## src/rtl/m_key_cond.sv

```systemverilog
// m_key_cond: two independent debounce + press/long/short classifiers for the
// active-low front-panel buttons feeding the watch core.

module m_key_cond_chan #(
  parameter int DEB_CYC  = 4,
  parameter int LONG_CYC = 20
) (
  input  logic clk,
  input  logic rst_n,
  input  logic key_n,
  output logic key_first,
  output logic key_long,
  output logic key_short
);

  localparam int DW = (DEB_CYC  > 1) ? $clog2(DEB_CYC + 1)  : 1;
  localparam int HW = (LONG_CYC > 1) ? $clog2(LONG_CYC + 1) : 1;
  localparam logic [DW-1:0] DEB_LAST  = DW'(DEB_CYC - 1);
  localparam logic [HW-1:0] LONG_LAST = HW'(LONG_CYC - 1);

  typedef enum logic [1:0] {
    ST_IDLE  = 2'd0,
    ST_PRESS = 2'd1,
    ST_LONG  = 2'd2
  } state_t;

  state_t          state_r;
  logic            sync1_r;
  logic            sync2_r;
  logic            pressed_s;
  logic            db_r;
  logic            db_d_r;
  logic [DW-1:0]   deb_cnt_r;
  logic [HW-1:0]   hold_cnt_r;

  assign pressed_s = ~sync2_r;

  // Two-flop synchronizer; both stages rest at 1 so reset reads as "released".
  always_ff @(posedge clk or negedge rst_n) begin
    if (!rst_n) begin
      sync1_r <= 1'b1;
      sync2_r <= 1'b1;
    end else begin
      sync1_r <= key_n;
      sync2_r <= sync1_r;
    end
  end

  // Debounce: db follows pressed_s only after DEB_CYC consecutive disagreeing cycles.
  always_ff @(posedge clk or negedge rst_n) begin
    if (!rst_n) begin
      db_r      <= 1'b0;
      deb_cnt_r <= {DW{1'b0}};
    end else if (pressed_s == db_r) begin
      deb_cnt_r <= {DW{1'b0}};
    end else if (deb_cnt_r == DEB_LAST) begin
      db_r      <= pressed_s;
      deb_cnt_r <= {DW{1'b0}};
    end else begin
      deb_cnt_r <= deb_cnt_r + DW'(1);
    end
  end

  // Delayed copy of db; the FSM acts on this so press/release latency is DEB_CYC+3.
  always_ff @(posedge clk or negedge rst_n) begin
    if (!rst_n) begin
      db_d_r <= 1'b0;
    end else begin
      db_d_r <= db_r;
    end
  end

  // Press classifier; a release seen on the same cycle the hold completes counts as short.
  always_ff @(posedge clk or negedge rst_n) begin
    if (!rst_n) begin
      state_r    <= ST_IDLE;
      hold_cnt_r <= {HW{1'b0}};
      key_first  <= 1'b0;
      key_long   <= 1'b0;
      key_short  <= 1'b0;
    end else begin
      key_first <= 1'b0;
      key_short <= 1'b0;
      case (state_r)
        ST_IDLE: begin
          if (db_d_r) begin
            key_first  <= 1'b1;
            hold_cnt_r <= {HW{1'b0}};
            state_r    <= ST_PRESS;
          end else begin
            state_r    <= ST_IDLE;
          end
        end
        ST_PRESS: begin
          if (!db_d_r) begin
            key_short <= 1'b1;
            state_r   <= ST_IDLE;
          end else if (hold_cnt_r == LONG_LAST) begin
            key_long  <= 1'b1;
            state_r   <= ST_LONG;
          end else begin
            hold_cnt_r <= hold_cnt_r + HW'(1);
          end
        end
        ST_LONG: begin
          if (!db_d_r) begin
            key_long <= 1'b0;
            state_r  <= ST_IDLE;
          end else begin
            key_long <= 1'b1;
          end
        end
        default: begin
          key_long <= 1'b0;
          state_r  <= ST_IDLE;
        end
      endcase
    end
  end

endmodule

module m_key_cond #(
  parameter int IN_CLK_HZ   = 50_000_000,
  parameter int DEBOUNCE_MS = 20,
  parameter int LONG_MS     = 1000
) (
  input  logic clk,
  input  logic rst_n,
  input  logic key_n_1,
  input  logic key_n_2,
  output logic key_first_1,
  output logic key_first_2,
  output logic key_long_1,
  output logic key_long_2,
  output logic key_short_1,
  output logic key_short_2
);

  localparam int CYC_MS   = IN_CLK_HZ / 1000;
  localparam int DEB_CYC  = CYC_MS * DEBOUNCE_MS;
  localparam int LONG_CYC = CYC_MS * LONG_MS;

  generate
    if (!((LONG_MS > DEBOUNCE_MS) && (DEBOUNCE_MS >= 1))) begin : g_bad_cfg
      $error("m_key_cond: need LONG_MS > DEBOUNCE_MS and DEBOUNCE_MS >= 1");
    end
  endgenerate

  m_key_cond_chan #(.DEB_CYC(DEB_CYC), .LONG_CYC(LONG_CYC)) u_chan_1 (
    .clk       (clk),
    .rst_n     (rst_n),
    .key_n     (key_n_1),
    .key_first (key_first_1),
    .key_long  (key_long_1),
    .key_short (key_short_1)
  );

  m_key_cond_chan #(.DEB_CYC(DEB_CYC), .LONG_CYC(LONG_CYC)) u_chan_2 (
    .clk       (clk),
    .rst_n     (rst_n),
    .key_n     (key_n_2),
    .key_first (key_first_2),
    .key_long  (key_long_2),
    .key_short (key_short_2)
  );

endmodule

```

## config.mk

```make
export PLATFORM = sky130hd
export DESIGN_NAME = m_key_cond
export DESIGN_NICKNAME = d
export VERILOG_FILES = /design/src/rtl/m_key_cond.sv
export SDC_FILE = /design/constraint.sdc
export NUM_CORES = 1
export LEC_CHECK = 0
export ABC_AREA = 1
export BUFFER_PORTS_ARGS = -buffer_cell sky130_fd_sc_hd__clkbuf_2
export CAP_MARGIN = 20
export CORE_MARGIN = 1
export CORE_UTILIZATION = 35
export CTS_BUF_LIST = sky130_fd_sc_hd__clkbuf_8
export CTS_CLUSTER_DIAMETER = 50
export DETAILED_ROUTE_END_ITERATION = 10
export GPL_TIMING_DRIVEN = 0
export PLACE_DENSITY = 0.52
export SLEW_MARGIN = 25
export SYNTH_ARGS = -nofsm -noshare
export SYNTH_HDL_FRONTEND = slang
export SYNTH_SLANG_ARGS = --single-unit
```

## constraint.sdc

```tcl
create_clock -name clk -period 2.2 [get_ports clk]
set_clock_uncertainty 0.05 [all_clocks]
set_input_delay 0.44 -clock clk [delete_from_list [all_inputs] [get_ports clk]]
set_output_delay 0.44 -clock clk [all_outputs]
set_load 0.01 [all_outputs]
```

# Word level (Yosys, flattened, before mapping)
# Index checks and enable logic that the tools add are counted.
# W data, S select, Z words.
[classes]
n_addsub = 4
n_eq_ne = 22
reduce_logical = 12
n_bitwise = 6
mux = 36
[op_table]
columns = ["op", "n"]
rows = [
  ["$mux W26", 6],
  ["$pmux W26 S2", 2],
  ["$mux W20", 4],
  ["$add A26 B1 Y26 const B", 2],
  ["$eq A26 B26 Y1 const B", 2],
  ["$add A20 B1 Y20 const B", 2],
  ["$eq A20 B20 Y1 const B", 2],
  ["$mux W1", 14],
  ["$mux W2", 6],
  ["$ne A2 B1 Y1 const B", 6],
  ["$pmux W2 S3", 2],
  ["$ne A2 B2 Y1 const B", 4],
  ["$reduce_and A2 Y1", 4],
  ["$reduce_and A4 Y1", 2],
  ["$ne A3 B3 Y1 const B", 2],
  ["$not A1 Y1", 6],
  ["$pmux W1 S3", 2],
  ["$reduce_and A3 Y1", 2],
  ["$eq A2 B1 Y1 const B", 2],
  ["$eq A2 B2 Y1 const B", 2],
  ["$logic_not A2 Y1", 2],
  ["$reduce_bool A2 Y1", 2],
  ["$eq A1 B1 Y1", 2],
]
[totals]
register_bits = 110
out_inout_bits = 6
input_bits = 4
wordCells = 100

# Longest topological paths before layout
# Gate-level depths: netlist (run 1).
[depth]
depth_word = 4
mapped_depth = 11
depth_no_buf = 11

# By module
# Synthesis (run 1) repeated with hierarchy kept, for this count alone.
[unflattened]
hier_cells = 926
hier_area_um2 = 6693.9
[by_module_without_submodules]
columns = ["module", "instances", "seq_area_each_um2", "cells_each", "area_per_inst_um2"]
rows = [
  ["m_key_cond_chan", 2, 1378.8, 463, 3347.0],
]

# Least setup slack after synthesis (run 1)
# Ideal clock, no wire load.
[synth_path]
kind = "flip-flop to flip-flop"
from = "register u_chan_1.state_r[1]"
to = "register u_chan_1.hold_cnt_r[17]"
slack_ps = 556
period_less_slack_ps = 1644
required_ps = 2037
path_stages_with_launch = 10
setup_ps = 113
t_arrival_ps = 1481
n_path_buf = 2
path_cell_list = "dfrtp_1 inv_1 ha_1 buf_2 nor2_1 nor2_2 buf_2 nand3_1 nand2_1 inv_1"
[synth_between]
elab_chain_len = 3
elab_cells_between_ends = 8
cone_classes = "4 x eq/ne; 1 x mux; 3 x reduce/logical"
[synth_lines]
columns = ["item", "line", "rtl"]
rows = [
  ["start: declaration", "27", "state_t state_r;"],
  ["start signal: assignment", "76", "state_r <= ST_IDLE;"],
  ["start signal: assignment", "89", "state_r <= ST_PRESS;"],
  ["start signal: assignment", "91", "state_r <= ST_IDLE;"],
  ["$eq A2 B1 Y1 / $logic_not A2 Y1 (equally long branches)", "84", "case (state_r)"],
  ["$ne A2 B1 Y1 (no line), or another cell as far along", "n/a", ""],
  ["$reduce_and A4 Y1 (no line)", "n/a", ""],
  ["end signal: assignment", "77", "hold_cnt_r <= {HW{1'b0}};"],
  ["end signal: assignment", "88", "hold_cnt_r <= {HW{1'b0}};"],
  ["end signal: assignment", "102", "hold_cnt_r <= hold_cnt_r + HW'(1);"],
  ["end: declaration", "34", "logic [HW-1:0] hold_cnt_r;"],
]
# Several ways; a longest one is shown, not always the timed one.
# A chain may end at the register's enable or synchronous reset.

# Worst setup path after layout (run 1)
[layout_path]
from = "register u_chan_2.hold_cnt_r[0]"
to = "register u_chan_2.hold_cnt_r[3]"
[layout_between]
elab_chain_len = 4
elab_cells_between_ends = 7
cone_classes = "1 x add/sub; 2 x eq/ne; 3 x mux; 1 x reduce/logical"
[layout_lines]
columns = ["item", "line", "rtl"]
rows = [
  ["start: declaration", "34", ""],
  ["start signal: assignment", "77", ""],
  ["start signal: assignment", "88", ""],
  ["start signal: assignment", "102", ""],
  ["$add A26 B1 Y26", "102", ""],
  ["$mux W26", "98", "end else if (hold_cnt_r == LONG_LAST) begin"],
  ["$mux W26", "95", "if (!db_d_r) begin"],
  ["$pmux W26 S2", "84", ""],
]
# Several ways; a longest one is shown, not always the timed one. The select of a mux whose other input is x is not followed.

==> results of run 1 <==
[layout make-up]
type                    count  area, um2
fillers                  2018      11480
plain buffers              15      141.4
multi-input cells         725       3491
flip-flops and latches    110       2758
repair buffers             11      91.34
well taps                 260      325.3
inverters                 124      465.4
clock inverters             7      80.08
clock buffers               9      123.9
[synth_stat cells (4+ instances only)]
cell type	number
dfstp_2	4
nor2_1	165
xnor2_1	7
xor2_1	27
nand2_1	300
dfrtp_1	106
o21ai_0	10
inv_1	123
nand2_2	10
buf_2	5
nand3b_1	6
nand4_1	17
nor3_1	18
o21ai_2	22
ha_1	10
a21oi_1	12
nor2_2	8
nand3_1	93
[cell families after synthesis]
family,count (synthesis)
xor gates and xnor gates,34
DFF,110
adders and majority gates,10
and+or+nand+nor,632
buffers and inverters,139
AOI/OAI and AO/OA,49
[layer usage]
layer	global-route usage, %	up-vias	part of all wire, %
met5	0	-	0
met4	3.452	0	0.77
met3	3.274	7	3.4
met2	27.22	81	44
li1	-	3080	-
met1	24.72	2686	51
[how the worst min path moves through the flow]
stage / startpoint / to / slack (ps) / cells after the start
after detailed placement: u_chan_1.sync1_r$_DFF_PN1_ / u_chan_1.sync2_r$_DFF_PN1_ / 300 / 0
after CTS: key_n_2 / u_chan_2.sync1_r$_DFF_PN1_ / 30 / 1
after global placement: u_chan_2.sync1_r$_DFF_PN1_ / u_chan_2.sync2_r$_DFF_PN1_ / 300 / 0
after floorplan: rst_n / u_chan_1.db_d_r$_DFF_PN0_ / 90 / 0
after global routing: key_n_2 / u_chan_2.sync1_r$_DFF_PN1_ / 20 / 1
final: key_n_1 / u_chan_1.sync1_r$_DFF_PN1_ / 60 / 1
[power by group through the flow]
stage	clock (mW)	sequential (mW)	combinational (mW)
floorplan	0	2.08	0.0285
global placement	0	2.08	0.0824
detailed placement	0	2.08	0.0902
CTS	1.40	2.05	0.0917
global route	1.47	2.05	0.103
finish	1.32	2.04	0.0858
[registers in the layout, summed over array words and instances, names as in the netlist]
register,count
u_chan_2.key_first,1
u_chan_1.key_long,1
u_chan_2.deb_cnt_r,20
u_chan_2.key_long,1
u_chan_2.sync1_r,1
u_chan_1.db_r,1
u_chan_2.db_d_r,1
u_chan_1.key_first,1
u_chan_2.sync2_r,1
u_chan_1.key_short,1
u_chan_2.key_short,1
u_chan_2.hold_cnt_r,26
u_chan_2.db_r,1
u_chan_1.state_r,2
u_chan_1.deb_cnt_r,20
u_chan_2.state_r,2
u_chan_1.hold_cnt_r,26
u_chan_1.db_d_r,1
u_chan_1.sync2_r,1
u_chan_1.sync1_r,1
[worst max-delay path, delay by kind of cell, from the launching register on]
family	cells	cell delay (ps)
buffers and inverters	1	170
AOI/OAI and AO/OA	1	50
adders and majority gates	1	270
and+or+nand+nor	8	880
DFF	1	410
[repair_timing]
action                                  CTS  global route
endpoints found under the setup margin    0             4
resized for setup                         0             2
endpoints found under the hold margin    47             0
hold buffers                              1             0
setup buffers                             0             0
[per-stage QoR]
stage	setup TNS [ps]	std cells	total power [mW]	area [um2]	utilization (%)
floorplan	0	974	2.111	6849	-
global placement	-124000	1243	2.167	7219	38.09
detailed placement	0	1244	2.174	7256	38.28
CTS	0	1261	3.533	7470	39.41
global route	0	1261	3.618	7476	39.44
finish	0	1261	3.455	7476	39.44
==> results.cfg, run 1 <==
[timing]
period_needed_ps = 1960
worst_slack_ps = 240.2
fin_worst_hold_slack_ps = 56.24
grt_setup_unrepaired = no
max_transition_margin_pct = 62.37
final-setup-viol-count = 0
hold_viol_final = 0
slew_viol_final = 0
max_freq_mhz = 510.2
worstMarginPinSlew_ps = 564.4
period_share_pct = 89.08

[logic_synthesis]
distinct_cell_type_count_after_synthesis = 35
yosysWarningCount = 0
synth_compound_area_share_pct = 4.896
synthTopCellsByArea = dfrtp_1, nand2_1, nor2_1, nand3_1, inv_1
synth_cells = 974
synth-edff-count = 0
yosys_most_used_dff = dfrtp_1
mux_cell_area_share_after_synthesis_pct = 0
post_syn_area_um2 = 6849
synthAdderAreaFrac_pct = 1.827
synth-xor-area-share_pct = 4.348
synth-seq-area-share_pct = 40.26
synth_nets = 988
synthArstFlopShare_pct = 100.0
synth.avg_cell_area_um2 = 7.032
synth-simple-area-share_pct = 39.82
main_combinational_cell_family_by_area_after_synthesis = simple AND/OR/NAND/NOR gates
post-synth-top-area-fraction_pct = 38.73
ys_seq_elements = 110
synth_top_area_cell = dfrtp_1

[worst_setup_path]
crit-reg2reg-capture = u_chan_2.hold_cnt_r[3]$_DFFE_PN0P_
critical_path_peak_fanout = 10
timing.reg2reg.setup_slack_ps = 240
critPathKind = flop to flop
cp-start-kind = flop
timing.critical_path.arrival_ps = 2200
crit_path_launch = u_chan_2.hold_cnt_r[0]$_DFFE_PN0P_
timing.critical_path.slowest_cell_delay_ps = 410
critical_path.most_common_cell = nand2_1
cp_data_required_time_ps = 2440
timing.critical_path.cells = ha_1, nand2_1, nor2_1, nand2_1, nor2_2, nand3_2, nand2_2, nand2_4, buf_6, nand2_1, o21ai_2
setup.worst_path.end_class = flop
endpoint_of_the_worst_setup_timing_path = u_chan_2.hold_cnt_r[3]$_DFFE_PN0P_
critical_path.slowest_cell = dfrtp_1
timing.reg2reg.worst_path_depth = 11
regToRegStartpoint = u_chan_2.hold_cnt_r[0]$_DFFE_PN0P_

[global_routing]
grt_max_degree = 61
grt_usage_pct = 17.30
grt_pass1_vias = 5557
initial_antenna_violation_count = 0
global_route.overflow_total = 0
grt_first_pass_wirelength_um = 27600

[final_layout]
area.growth.synth_to_final_pct = 9.152
final_cell_mix = nand2_1, nor2_1, inv_1
num_antenna_cells = 0
finish.net_count = 1010
layout_commonest_cell = nand2_1
drive_above_1_share_pct = 9.391

[pwr]
seqPwrFrac_pct = 59.2
static_leak_nw = 3.345
vdd_drop_max_mv = 0.2597
pwr_density_cell_nw_per_um2 = 462.1
combPwrFrac_pct = 2.5
switching_share_pct = 24.62
power.switching_mw = 0.8504
clockPowerShare_pct = 38.3
power_report.internal_total_mw = 2.605

[status]
status = completed

[route]
detailedRoute.firstIterationViolations = 273
drc = 0
drtAntennaViolNets = 0
routed_wl_um = 15910
drtPass1Iterations = 5
vias_per_cell = 4.642
count_of_vias_placed_by_the_detailed_router = 5854
drt-wirelength-per-cell_um = 12.61

[clocking]
clockRootBuffer = clkbuf_8
numClockSinks = 110
cts_tree = yes
tritoncts.num_buffers = 9
ctsLongestPathBuffers = 2
cts_max_level = 3
clock_slew_at_the_register_clock_pins_of_the_worst_setup_and_hold_paths_ps = 110
clock_insertion_delay_worst_skew_ps = 400

[floorplan]
std_cell_rows = 50
num_io_pins = 10
chipWidth_um = 141.9
fp.dieArea_um2 = 20130
die_height_um = 141.9
design.core.area_um2 = 18960
initial_utilization_pct = 36.13

[placed_design]
portbufs = 9
gp_congestion = 0.8706
post-place-ws_ps = 161.0
hpwl_um = 11590

[hold_path]
min_path_type = input pin to flop

[run]
number_of_max_cap_violations = 0
No activity file was read; power rests on OpenSTA's default activity.
==> run 2, diff against run 1 <==
- CORE_ASPECT_RATIO: default -> 0.6
==> run 2 against run 1 <==
Against the previous run: maximum frequency down 1.4%; register-to-register slack worse by 30 ps; count of clock-buffer cells in the layout unchanged; core utilization down 0.34 points; critical path type unchanged; largest cell class unchanged.
==> results.cfg, run 2 (synthesized netlist as in run 1, its figures left out) <==
[status]
status = completed

[timing]
final-setup-viol-count = 0
slew_viol_final = 0
fin_worst_hold_slack_ps = 52.21
worstMarginPinSlew_ps = 591.6
max_transition_margin_pct = 60.56
max_freq_mhz = 503.1
hold_viol_final = 0
period_share_pct = 90.34
setup_tns_ps = 0
grt_setup_unrepaired = no
period_needed_ps = 1988

[global_routing]
initial_antenna_violation_count = 0
global_route.overflow_total = 0
grt_pass1_vias = 5362
grt_first_pass_wirelength_um = 28210
grt_usage_pct = 18.07
grt_max_degree = 81

[hold_path]
worstHoldEndpoint = u_chan_1.sync1_r$_DFF_PN1_
min_path_type = input pin to flop
worst_hold_path.num_cells = 1
timing.hold.worst.start = key_n_1

[route]
drt-wirelength-per-cell_um = 12.96
drc = 0
detailedRoute.firstIterationViolations = 472
drtPass1Iterations = 5
drtAntennaViolNets = 0
routed_wl_um = 16410
count_of_vias_placed_by_the_detailed_router = 5889
vias_per_cell = 4.648

[clocking]
cts_tree = yes
clockRootBuffer = clkbuf_8
clock_insertion_delay_worst_skew_ps = 400
clock_slew_at_the_register_clock_pins_of_the_worst_setup_and_hold_paths_ps = 120
tritoncts.num_buffers = 9
ctsLongestPathBuffers = 2
cts.repair_timing.setup_buffer_count = 0
numClockSinks = 110
cts_max_level = 3

[worst_setup_path]
crit-reg2reg-capture = u_chan_2.hold_cnt_r[22]$_DFFE_PN0P_
critPathKind = flop to flop
timing.reg2reg.setup_slack_ps = 210
timing.critical_path.arrival_ps = 2250
timing.critical_path.buf_inv = 1
timing.critical_path.cells = ha_1, nand3_1, nor2_1, nand3_1, nor2_1, nand2_1, nand2_1, nand2_1, nand2_1, inv_1
critical_path.slowest_cell = dfrtp_1
timing.critical_path.max_delay_family = simple AND/OR/NAND/NOR gates
timing.reg2reg.worst_path_depth = 10
regToRegStartpoint = u_chan_2.hold_cnt_r[0]$_DFFE_PN0P_
setup.worst_path.end_class = flop
cp_data_required_time_ps = 2460
critical_path.most_common_cell = nand2_1
cp-start-kind = flop
critical_path_peak_fanout = 5
timing.critical_path.slowest_cell_delay_ps = 410

[final_layout]
sequential_cell_area_um2 = 2758
layout_commonest_cell = nand2_1
layout.cells.non_filler = 1267
num_antenna_cells = 0
final_cell_mix = nand2_1, nor2_1, inv_1
drive_above_1_share_pct = 9.291
finish.net_count = 1010
layout.filler_cells = 2012
multi_input_area_um2 = 3491
finalInstanceArea_um2 = 7460
area.growth.synth_to_final_pct = 8.915
largestRegisters = u_chan_1.hold_cnt_r: 26 flops, u_chan_2.hold_cnt_r: 26 flops

[floorplan]
fp.dieArea_um2 = 20150
num_io_pins = 10
design.core.area_um2 = 19080
std_cell_rows = 39
die_height_um = 110.4
initial_utilization_pct = 35.90
chipWidth_um = 182.6

[pwr]
static_leak_nw = 3.333
vdd_drop_max_mv = 0.2554
total_power_mw = 3.362
pwr_density_cell_nw_per_um2 = 450.7

[placed_design]
portbufs = 9
number_of_placed_cells_counting_well_taps = 1250
hpwl_um = 12260
gp_congestion = 0.8749
placement.cell_area_um2 = 7263

[run]
number_of_max_cap_violations = 0
[run 2: changes by cell type in the layout (fill, tap and decap cells not counted)]
cell	delta
bufinv_16	-1
clkinv_2	-1
clkinv_4	-1
clkinvlp_4	+1
inv_1	+1
inv_6	+1
[run 2: power breakdown]
| group | internal [mW] | switching [mW] | total [mW] |
|---|---|---|---|
| logic | 0.0223 | 0.0642 | 0.0866 |
| registers | 2.04 | 0.00808 | 2.04 |
| clock network | 0.432 | 0.799 | 1.23 |
| total | 2.49 | 0.871 | 3.36 |
[run 2: worst max path at each step]
stage | from | cells past startpoint | slack [ps] | endpoint
floorplan | u_chan_1.state_r[1]$_DFFE_PN0P_ | 9 | 560 | u_chan_1.hold_cnt_r[17]$_DFFE_PN0P_
global placement | rst_n | 1 | -1180 | u_chan_2.deb_cnt_r[16]$_DFF_PN0_
detailed placement | u_chan_2.state_r[1]$_DFFE_PN0P_ | 6 | 120 | u_chan_2.hold_cnt_r[2]$_DFFE_PN0P_
CTS | u_chan_2.state_r[1]$_DFFE_PN0P_ | 6 | 90 | u_chan_2.hold_cnt_r[2]$_DFFE_PN0P_
global route | u_chan_2.hold_cnt_r[0]$_DFFE_PN0P_ | 10 | 20 | u_chan_2.hold_cnt_r[22]$_DFFE_PN0P_
finish | u_chan_2.hold_cnt_r[0]$_DFFE_PN0P_ | 10 | 210 | u_chan_2.hold_cnt_r[22]$_DFFE_PN0P_
[run 2: layout make-up]
cell class              count  area share [%]
clock inverters             7          0.7548
repair buffers             11           1.224
well taps                 266           4.462
clock buffers               9           1.661
inverters                 124           6.240
plain buffers              15           1.895
multi-input cells         725           46.80
flip-flops and latches    110           36.97
[run 2: metal layers]
layer / vias up / share of wire [%] / track usage (%)
li1: 3072 / - / -
met1: 2688 / 58 / 29.21
met2: 116 / 36 / 22.93
met3: 13 / 5.3 / 4.139
met4: 0 / 1.0 / 4.742
met5: - / 0 / 0
[run 2: metrics by stage]
step,setup slack [ps],util (%)
floorplan,555.8,-
global placement,-1184,37.88
detailed placement,122.9,38.07
CTS,86.27,39.06
global route,19.86,39.10
finish,212.5,39.10
[run 2: repair_timing]
action                                  CTS  global route
gates resized for setup                   0             2
hold endpoints to repair                 30             0
endpoints found under the setup margin    0             5
hold buffers                              1             0
==> run 3, diff against run 2 <==
- CAP_MARGIN: 20 -> default
- REMOVE_ABC_BUFFERS: default -> 1
- clock period: 2.2 -> 2.4 ns (I/O delays scaled with it)
==> run 3 against run 2 <==
Against the previous run: critical path depth is 3 lower; combinational power fell by 9.7%; die area did not move; register-to-register slack got worse by 30 ps; final cell count down 1.1%; sequential share of layout area is 0.39 points higher; core utilization is 0.41 points lower; critical path type unchanged; critical endpoint is now u_chan_1.hold_cnt_r[12]$_DFFE_PN0P_; largest cell class unchanged; highest routed layer unchanged.
==> results.cfg, run 3 (synthesized netlist as in run 1, its figures left out) <==
[floorplan]
initial_utilization_pct = 35.90
design.core.area_um2 = 19080
chipWidth_um = 182.6
std_cell_rows = 39
fp.dieArea_um2 = 20150
num_io_pins = 10
die_height_um = 110.4

[route]
detailedRoute.firstIterationViolations = 499
count_of_vias_placed_by_the_detailed_router = 5775
routed_wl_um = 16300
vias_per_cell = 4.609
drtAntennaViolNets = 0
drtPass1Iterations = 5
drt-wirelength-per-cell_um = 13.01
drc = 0

[timing]
period_share_pct = 92.42
final-setup-viol-count = 0
hold_viol_final = 0
max_freq_mhz = 450.9
max_transition_margin_pct = 57.16
slew_viol_final = 0
grt_setup_unrepaired = no
setup_tns_ps = 0
worstMarginPinSlew_ps = 641.1
period_needed_ps = 2218

[global_routing]
initial_antenna_violation_count = 0
grtUsageMet2_pct = 22.68
global_route.overflow_total = 0
grt_first_pass_wirelength_um = 27500
grt_usage_pct = 17.47
grt_pass1_vias = 5289
grt_max_degree = 72
grt.busiest_layer = met1
grt_util_met3_pct = 3.417
grt_use_met1_pct = 28.80

[run]
number_of_max_cap_violations = 0

[pwr]
pwr_density_cell_nw_per_um2 = 422.2
vdd_drop_max_mv = 0.2785
total_power_mw = 3.116
static_leak_nw = 3.254

[hold_path]
min_path_type = input pin to flop

[worst_setup_path]
critical_path.most_common_cell = nand2_1
cp-start-kind = flop
timing.critical_path.buf_inv = 1
timing.critical_path.slowest_cell_delay_ps = 510
timing.critical_path.cells = inv_1, ha_4, nor2_1, nor2_4, nand2_4, nand2_1, nand2_1
critical_path_peak_fanout = 27
critPathKind = flop to flop
cp_data_required_time_ps = 2660
critical_path.slowest_cell = nor2_4
timing.critical_path.arrival_ps = 2470
setup.worst_path.end_class = flop
timing.critical_path.max_delay_family = simple AND/OR/NAND/NOR gates

[clocking]
cts.repair_timing.setup_buffer_count = 0
cts_tree = yes
numClockSinks = 110
clock_insertion_delay_worst_skew_ps = 400
clockRootBuffer = clkbuf_8
tritoncts.num_buffers = 9
cts_max_level = 3
ctsLongestPathBuffers = 2
clock_slew_at_the_register_clock_pins_of_the_worst_setup_and_hold_paths_ps = 130

[final_layout]
multi_input_area_um2 = 3528
finalInstanceArea_um2 = 7381
finish.net_count = 996
sequential_cell_area_um2 = 2758
layout_commonest_cell = nand2_1
final_cell_mix = nand2_1, nor2_1, inv_1
area.growth.synth_to_final_pct = 7.764
num_antenna_cells = 0
layout.filler_cells = 2031
drive_above_1_share_pct = 8.713
largestRegisters = u_chan_1.hold_cnt_r: 26 flops, u_chan_2.hold_cnt_r: 26 flops

[status]
status = completed

[placed_design]
hpwl_um = 11810
portbufs = 9
placement.cell_area_um2 = 7126
gp_congestion = 0.8616
run 3: timing repair:
action | CTS | global route
gates resized for setup | 4 | 2
setup endpoints to repair | 50 | 11
hold buffers | 1 | 0
cloned | 0 | 1
endpoints found under the hold margin | 38 | 0
pin swaps | 0 | 1
run 3: cell type report:
cell class / instances / share of cell area, %
timing repair buffer: 11 / 1.237
multi-input combinational: 726 / 47.80
inverter: 124 / 6.357
tap: 266 / 4.509
clock inverter: 7 / 1.051
sequential: 110 / 37.36
clock buffer: 9 / 1.678
run 3: worst register-to-register path, stage by stage (launching register included):
cell	delay, ps
dfrtp_1	440
inv_1	130
ha_4	360
nor2_1	120
nor2_4	510
nand2_4	330
nand2_1	140
nand2_1	60
run 3: final timing paths:
check	end	depth (start not counted)	startpoint	slack, ps
min in group asynchronous	u_chan_2.hold_cnt_r[5]$_DFFE_PN0P_	2	rst_n	520
hold / removal	u_chan_2.sync1_r$_DFF_PN1_	1	key_n_2	100
setup reg to reg	u_chan_1.hold_cnt_r[12]$_DFFE_PN0P_	7	u_chan_1.state_r[1]$_DFFE_PN0P_	180
max in group asynchronous	u_chan_2.sync2_r$_DFF_PN1_	3	rst_n	1060
hold reg to reg	u_chan_2.sync2_r$_DFF_PN1_	0	u_chan_2.sync1_r$_DFF_PN1_	310
setup / recovery	u_chan_1.hold_cnt_r[12]$_DFFE_PN0P_	7	u_chan_1.state_r[1]$_DFFE_PN0P_	180
run 3: layer usage:
metal  vias to the layer above  routed length, um
li1                       3048                  -
met1                      2602               9648
met2                       115               5652
met3                        10                913
met4                         0                 85
met5                         -                  0
run 3: power by group:
part / switching (mW) / internal, mW
clock network: 0.749 / 0.414
registers: 0.00789 / 1.87
logic: 0.0584 / 0.0198
total: 0.815 / 2.30
run 3: stage by stage:
step	instances	worst slack (ps)	hold slack (ps)	utilization, %
after detailed placement	1235	-473.0	297.2	37.35
after global placement	1234	-1012	296.6	37.14
after global routing	1253	18.28	80.47	38.68
after CTS	1252	101.1	79.53	38.59
final	1253	182.0	103.8	38.68
after floorplan	959	81.21	134.4	-
